### config.mk
export PLATFORM = sky130hd
export DESIGN_NAME = dac_threshold_spi_flat
export DESIGN_NICKNAME = d
export VERILOG_FILES = /design/src/rtl/dac_threshold_spi_if.sv /design/src/rtl/dac_threshold_spi.sv /design/src/flat_wrapper.sv
export SDC_FILE = /design/constraint.sdc
export NUM_CORES = 1
export LEC_CHECK = 0
export CORE_MARGIN = 4
export CORE_UTILIZATION = 57
export CTS_CLUSTER_DIAMETER = 80
export CTS_CLUSTER_SIZE = 25
export DETAILED_ROUTE_END_ITERATION = 16
export DONT_BUFFER_PORTS = 1
export GPL_TIMING_DRIVEN = 1
export PLACE_DENSITY_LB_ADDON = 0.12
export SKIP_CTS_REPAIR_TIMING = 1
export SLEW_MARGIN = 0
export SYNTH_ARGS = -nofsm -noshare
export SYNTH_HDL_FRONTEND = slang
export SYNTH_SLANG_ARGS = --single-unit
### constraint.sdc
create_clock -name clk_i -period 2 [get_ports clk_i]
set_input_delay 0.6 -clock clk_i [delete_from_list [all_inputs] [get_ports clk_i]]
set_output_delay 0.6 -clock clk_i [all_outputs]
set_load 0.01 [all_outputs]
### src/rtl/dac_threshold_spi_if.sv
// Threshold DAC link bundle: controller-side request/response plus SPI pins.
// master = measure controller, slave = dac_threshold_spi.
interface dac_threshold_spi_if;
  logic [15:0] threshold_i;
  logic        threshold_wre_i;
  logic        threshold_rdy_o;
  logic        busy_o;
  logic [15:0] last_code_o;
  logic        spi_cs_n_o;
  logic        spi_sclk_o;
  logic        spi_mosi_o;

  modport master (
    output threshold_i, threshold_wre_i,
    input  threshold_rdy_o, busy_o, last_code_o,
    input  spi_cs_n_o, spi_sclk_o, spi_mosi_o
  );

  modport slave (
    input  threshold_i, threshold_wre_i,
    output threshold_rdy_o, busy_o, last_code_o,
    output spi_cs_n_o, spi_sclk_o, spi_mosi_o
  );
endinterface

### src/rtl/dac_threshold_spi.sv
// Threshold DAC writer: serialises {DAC_CMD, code} over mode-0 SPI,
// waits for settling, then pulses threshold_rdy_o.
// Ports: clk_i, arst_i (async, active-low), bus (slave modport):
//   threshold_i/threshold_wre_i in; threshold_rdy_o, busy_o,
//   last_code_o, spi_cs_n_o, spi_sclk_o, spi_mosi_o out.
// Option: DAC_SKIP_SAME_EN skips the SPI write for a repeated code.
module dac_threshold_spi #(
  parameter int unsigned CLK_DIV       = 2,
  parameter int unsigned SETTLE_CYCLES = 64,
  parameter logic [7:0]  DAC_CMD       = 8'h30
) (
  input logic               clk_i,
  input logic               arst_i,
  dac_threshold_spi_if.slave bus
);
  localparam int unsigned CW = $clog2(CLK_DIV + 1);
  localparam int unsigned SW = $clog2(SETTLE_CYCLES + 1);
  localparam logic [CW-1:0] DIV_LAST  = CW'(CLK_DIV - 1);
  localparam logic [CW-1:0] HOLD_LAST = CW'(CLK_DIV);
  localparam logic [SW-1:0] SET_LAST  = SW'(SETTLE_CYCLES - 1);

  typedef enum logic [2:0] {
    IDLE, SHIFT, CS_HOLD, SETTLE, DONE
  } state_t;

  state_t        state;
  logic [23:0]   shreg;
  logic [15:0]   code_q;
  logic [15:0]   pend_code;
  logic          pend;
  logic [CW-1:0] div_cnt;
  logic [4:0]    rise_cnt;
  logic [SW-1:0] set_cnt;
  logic          rdy_q;
  logic          busy_q;
  logic          cs_n_q;
  logic          sclk_q;
  logic          mosi_q;
  logic [15:0]   last_q;

  logic        wre;
  logic        set_end;
  logic        ld_go;
  logic        skip_go;
  logic [15:0] ld_code;

  assign wre     = bus.threshold_wre_i;
  assign set_end = (state == SETTLE) && (set_cnt == SET_LAST);
  assign ld_code = pend ? pend_code : bus.threshold_i;

`ifdef DAC_SKIP_SAME_EN
  logic wrote_q;
  assign skip_go = (state == IDLE) && wre && !pend && wrote_q &&
                   (bus.threshold_i == last_q);
`else
  assign skip_go = 1'b0;
`endif

  // A queued code starts on the edge that raises rdy, so
  // back-to-back transfers are spaced by exactly one latency.
  assign ld_go = !skip_go && (wre || pend) &&
                 ((state == IDLE) || (state == DONE) || set_end);

  always_ff @(posedge clk_i or negedge arst_i) begin
    if (!arst_i) begin
      state     <= IDLE;
      shreg     <= '0;
      code_q    <= '0;
      pend_code <= '0;
      pend      <= 1'b0;
      div_cnt   <= '0;
      rise_cnt  <= '0;
      set_cnt   <= '0;
      rdy_q     <= 1'b0;
      busy_q    <= 1'b0;
      cs_n_q    <= 1'b1;
      sclk_q    <= 1'b0;
      mosi_q    <= 1'b0;
      last_q    <= '0;
`ifdef DAC_SKIP_SAME_EN
      wrote_q   <= 1'b0;
`endif
    end else begin
      rdy_q <= 1'b0;
      if (wre) pend_code <= bus.threshold_i;
      // A write landing on a load edge stays queued behind it.
      if (ld_go) pend <= pend && wre;
      else if (wre && !skip_go) pend <= 1'b1;

      unique case (state)
        IDLE, DONE: begin
          busy_q <= 1'b0;
          state  <= IDLE;
          if (skip_go) begin
            busy_q  <= 1'b1;
            set_cnt <= SET_LAST;
            state   <= SETTLE;
          end
        end
        SHIFT: begin
          if (div_cnt == DIV_LAST) begin
            div_cnt <= '0;
            if (!sclk_q) begin
              sclk_q   <= 1'b1;
              rise_cnt <= rise_cnt + 1'b1;
            end else begin
              sclk_q <= 1'b0;
              if (rise_cnt == 5'd24) begin
                mosi_q <= 1'b0;
                state  <= CS_HOLD;
              end else begin
                shreg  <= {shreg[22:0], 1'b0};
                mosi_q <= shreg[22];
              end
            end
          end else begin
            div_cnt <= div_cnt + 1'b1;
          end
        end
        CS_HOLD: begin
          if (div_cnt == HOLD_LAST) begin
            cs_n_q  <= 1'b1;
            last_q  <= code_q;
            set_cnt <= '0;
            state   <= SETTLE;
`ifdef DAC_SKIP_SAME_EN
            wrote_q <= 1'b1;
`endif
          end else begin
            div_cnt <= div_cnt + 1'b1;
          end
        end
        SETTLE: begin
          if (set_end) begin
            rdy_q <= 1'b1;
            state <= DONE;
          end else begin
            set_cnt <= set_cnt + 1'b1;
          end
        end
        default: state <= IDLE;
      endcase

      if (ld_go) begin
        code_q   <= ld_code;
        shreg    <= {DAC_CMD, ld_code};
        mosi_q   <= DAC_CMD[7];
        cs_n_q   <= 1'b0;
        sclk_q   <= 1'b0;
        busy_q   <= 1'b1;
        div_cnt  <= '0;
        rise_cnt <= '0;
        state    <= SHIFT;
      end
    end
  end

  assign bus.threshold_rdy_o = rdy_q;
  assign bus.busy_o          = busy_q;
  assign bus.last_code_o     = last_q;
  assign bus.spi_cs_n_o      = cs_n_q;
  assign bus.spi_sclk_o      = sclk_q;
  assign bus.spi_mosi_o      = mosi_q;
endmodule
### src/flat_wrapper.sv
// flat-port wrapper written by rule: the top's interface ports become plain ports
module dac_threshold_spi_flat 
#(
  parameter int unsigned CLK_DIV       = 2,
  parameter int unsigned SETTLE_CYCLES = 64,
  parameter logic [7:0]  DAC_CMD       = 8'h30
)
  (clk_i, arst_i, bus_threshold_i, bus_threshold_wre_i, bus_threshold_rdy_o, bus_busy_o, bus_last_code_o, bus_spi_cs_n_o, bus_spi_sclk_o, bus_spi_mosi_o);
  dac_threshold_spi_if bus_i ();
  input logic clk_i;
  input logic arst_i;
  input wire logic [$bits(bus_i.threshold_i)-1:0] bus_threshold_i;
  input wire logic [$bits(bus_i.threshold_wre_i)-1:0] bus_threshold_wre_i;
  output wire logic [$bits(bus_i.threshold_rdy_o)-1:0] bus_threshold_rdy_o;
  output wire logic [$bits(bus_i.busy_o)-1:0] bus_busy_o;
  output wire logic [$bits(bus_i.last_code_o)-1:0] bus_last_code_o;
  output wire logic [$bits(bus_i.spi_cs_n_o)-1:0] bus_spi_cs_n_o;
  output wire logic [$bits(bus_i.spi_sclk_o)-1:0] bus_spi_sclk_o;
  output wire logic [$bits(bus_i.spi_mosi_o)-1:0] bus_spi_mosi_o;
  assign bus_i.threshold_i = bus_threshold_i;
  assign bus_i.threshold_wre_i = bus_threshold_wre_i;
  assign bus_threshold_rdy_o = bus_i.threshold_rdy_o;
  assign bus_busy_o = bus_i.busy_o;
  assign bus_last_code_o = bus_i.last_code_o;
  assign bus_spi_cs_n_o = bus_i.spi_cs_n_o;
  assign bus_spi_sclk_o = bus_i.spi_sclk_o;
  assign bus_spi_mosi_o = bus_i.spi_mosi_o;
  dac_threshold_spi #(.CLK_DIV(CLK_DIV), .SETTLE_CYCLES(SETTLE_CYCLES), .DAC_CMD(DAC_CMD)) u_core (.clk_i(clk_i), .arst_i(arst_i), .bus(bus_i));
endmodule
==> flow_summary.ini <==
[timing]
clock.fmax_mhz = 510
timing.final.crit_share_pct = 98.1
fin_crit_ps = 1960
worst_pin_slew_ps = 609
skew_ps = 15.1
slew_headroom_pct = 58.4
finalHoldWorstSlack_ps = -78.9
rsz0062_at_grt = true
tns_ps = 0
finalHoldViolations = 93
finalSetupViolations = 0
finalMaxSlewViolations = 0

[yosys]
yosys_warnings = 0
seq_area_frac_synth_pct = 56.9
async_reset_ff_share_pct = 100
synth_top_area_share_pct = 56.3
netlist_instances = 396
syn_nets = 418
ys_seq_elements = 94
synth_xor_area_share_pct = 0.636
synth-adder-area-share_pct = 0.908
synth_most_common_cell = dfrtp_1
synth-compound-area-share_pct = 14.0
synth_largest_area_cell = dfrtp_1
post_synth_mux_area_share_pct = 7.33
synth_top_family_by_area = simple AND/OR/NAND/NOR gates
synth.distinct_cells = 45
avgSynthCellArea_um2 = 10.4
yosys.area_share.simple_pct = 15.2
synthTopCellsByCount = 93 x dfrtp_1, 69 x nand2_1, 24 x a21oi_1
synthTopCellsByArea = dfrtp_1 56%, nand2_1 6.3%, mux2_2 4.9%
synth_ff_type = dfrtp_1
synth_edf_count = 0
syn-cell-area_mm2 = 0.00413

[power_and_ir_drop]
vdd_drop_max_v = 0.000515
p_comb_share_pct = 25.7
power.leakage_nw = 2.09
power_mw = 5.94
internal_power_mw = 3.82
switching_share_pct = 35.6
powerDensity_mw_per_mm2 = 1290
power_frac_seq_pct = 53.4
p_clk_share_pct = 20.9
p_sw_mw = 2.12

[critical_path]
cp_slowest_cell = a2111oi_0
critPathCaptureType = flop
critPathKind = flop to flop
r2r_slack_ps = 40
crit_path_start_kind = flop
crit_arrival_ps = 2220
cp_max_fo = 12
r2r_cells = 7
slowest_delay_ps = 460
crit_path_start = u_core.set_cnt[1]
worstPathRequired_ps = 2260
worstPathCellList = ha_1 > and3_1 > a31oi_1 > buf_4 > a2111oi_0 > buf_4 > a31oi_1
r2r-start = u_core.set_cnt[1]
endpoint = u_core.shreg[7]
r2r_end = u_core.shreg[7]

[floorplanning]
dieArea_mm2 = 0.00868
die_x_um = 93.2
die_y_um = 93.2
fp-row-count = 30
coreArea_mm2 = 0.00691
io_pins = 40
initial_core_util_pct = 59.8

[clock_tree]
clockRootBuffer = clkbuf_8
cts_buffers = 9
path_clk_slew_ps = 110
cts_tree = built
cts.sinks = 94
clk_latency_ps = 370
cts_buffer_depth = 2
htreeDepth = 3

[final_layout]
drive_gt1_share_pct = 17.8
area_growth_pct = 11.4
fillers = 563
final_core_util_pct = 66.7
diodes = 0
instances_no_fill = 517
design_area_mm2 = 0.00460
final_nets = 438

[placement]
gp_congestion = 0.775
placed_area_mm2 = 0.00440
numPlacedInstances = 501
portBuffers = 0
dp_hpwl_mm = 5.50

[global_route]
grt_overflow = 0
grt_max_degree = 95
track_usage_pct = 20.0
antenna_found_initial = 0
grt_pass1_wl_mm = 13.7
grt_pass1_vias = 2742

[routing]
avgRoutedWirePerCell_um = 15.7
drc = 0
drt_wl_total_mm = 8.10
detail-route-antenna-nets = 0
dr.pass1.iters = 5
via_per_inst = 5.50
vias = 2845
drtIter0Drc = 300

[run_status]
outcome = complete, but fails checks
violations = hold timing

[hold_path]
worstHoldPathType = input port to async pin

[flow_run]
max-cap-violations = 0
==> logic make-up after synthesis <==
| logic type | Yosys count |
|---|---|
| DFF | 94 |
| buffers and inverters | 47 |
| AOI/OAI and AO/OA | 92 |
| adders and majority gates | 3 |
| and+or+nand+nor | 129 |
| xor gates and xnor gates | 3 |
| muxes | 28 |
==> cell usage in the layout (no fill, tap or decap), drive strengths merged, types with 3 or more instances in the layout <==
cell type / count
xnor2: 3
inv: 26
ha: 3
nand3: 4
o21ai: 24
buf: 34
clkbuf: 9
a21oi: 24
a2111oi: 14
nor2b: 17
mux2: 18
nor4: 3
a31oi: 16
mux2i: 10
nor2: 14
nand2b: 5
dfrtp: 93
nand2: 69
==> worst min-delay path by stage <==
stage / from / endpoint / depth (start not counted)
floorplan: arst_i / u_core.bus.busy_o / 0
global placement: arst_i / u_core.div_cnt[1] / 0
detailed placement: arst_i / u_core.set_cnt[6] / 0
CTS: arst_i / u_core.bus.last_code_o[11] / 0
global route: arst_i / u_core.div_cnt[1] / 0
finish: arst_i / u_core.code_q[11] / 0
==> power by group through the flow <==
stage	clock (mW)	sequential [mW]	combinational, mW
3_5_place_dp	0	3.21	1.53
6_report	1.24	3.17	1.53
4_1_cts	1.27	3.18	1.54
3_3_place_gp	0	3.18	1.46
5_1_grt	1.34	3.27	1.77
2_1_floorplan	0	3.07	1.20
==> critical path: cells and delay by family (launching register included) <==
kind	cells	cell delay, ps
and+or+nand+nor	1	180
DFF	1	380
adders and majority gates	1	170
buffers and inverters	2	450
AOI/OAI and AO/OA	3	680
==> area by class of cell <==
cell class / count / area (µm²) / share of cell area [%]
timing repair buffer: 34 / 268 / 5.82
inverter: 22 / 82.6 / 1.79
tap: 96 / 120 / 2.61
clock buffer: 9 / 124 / 2.69
multi-input combinational: 255 / 1580 / 34.3
clock inverter: 7 / 75.1 / 1.63
sequential: 94 / 2350 / 51.1
==> routing by layer <==
layer	global-route usage, %	wire [µm]	vias to the layer above
met1	32.3	4200	1359
met4	7.33	44	0
li1	-	-	1409
met3	4.26	479	5
met2	26.0	3380	72
met5	0	0	-
==> flip-flops by register name (all words and copies together) (netlist names), 2 cells and up <==
signal / cells
u_core.set_cnt: 7
u_core.shreg: 23
u_core.pend_code: 16
u_core.code_q: 16
u_core.state: 3
u_core.div_cnt: 2
u_core.bus.last_code_o: 16
u_core.rise_cnt: 5
==> per-stage QoR <==
step / worst slack, ps / hold slack [ps]
finish: 38.5 / -78.9
global route: -72.3 / -98.6
CTS: 62.5 / -99.6
detailed placement: 87.6 / 307
global placement: 11.6 / 307
floorplan: 71.6 / 304
Note: power is estimated with default switching activity, not from simulation.
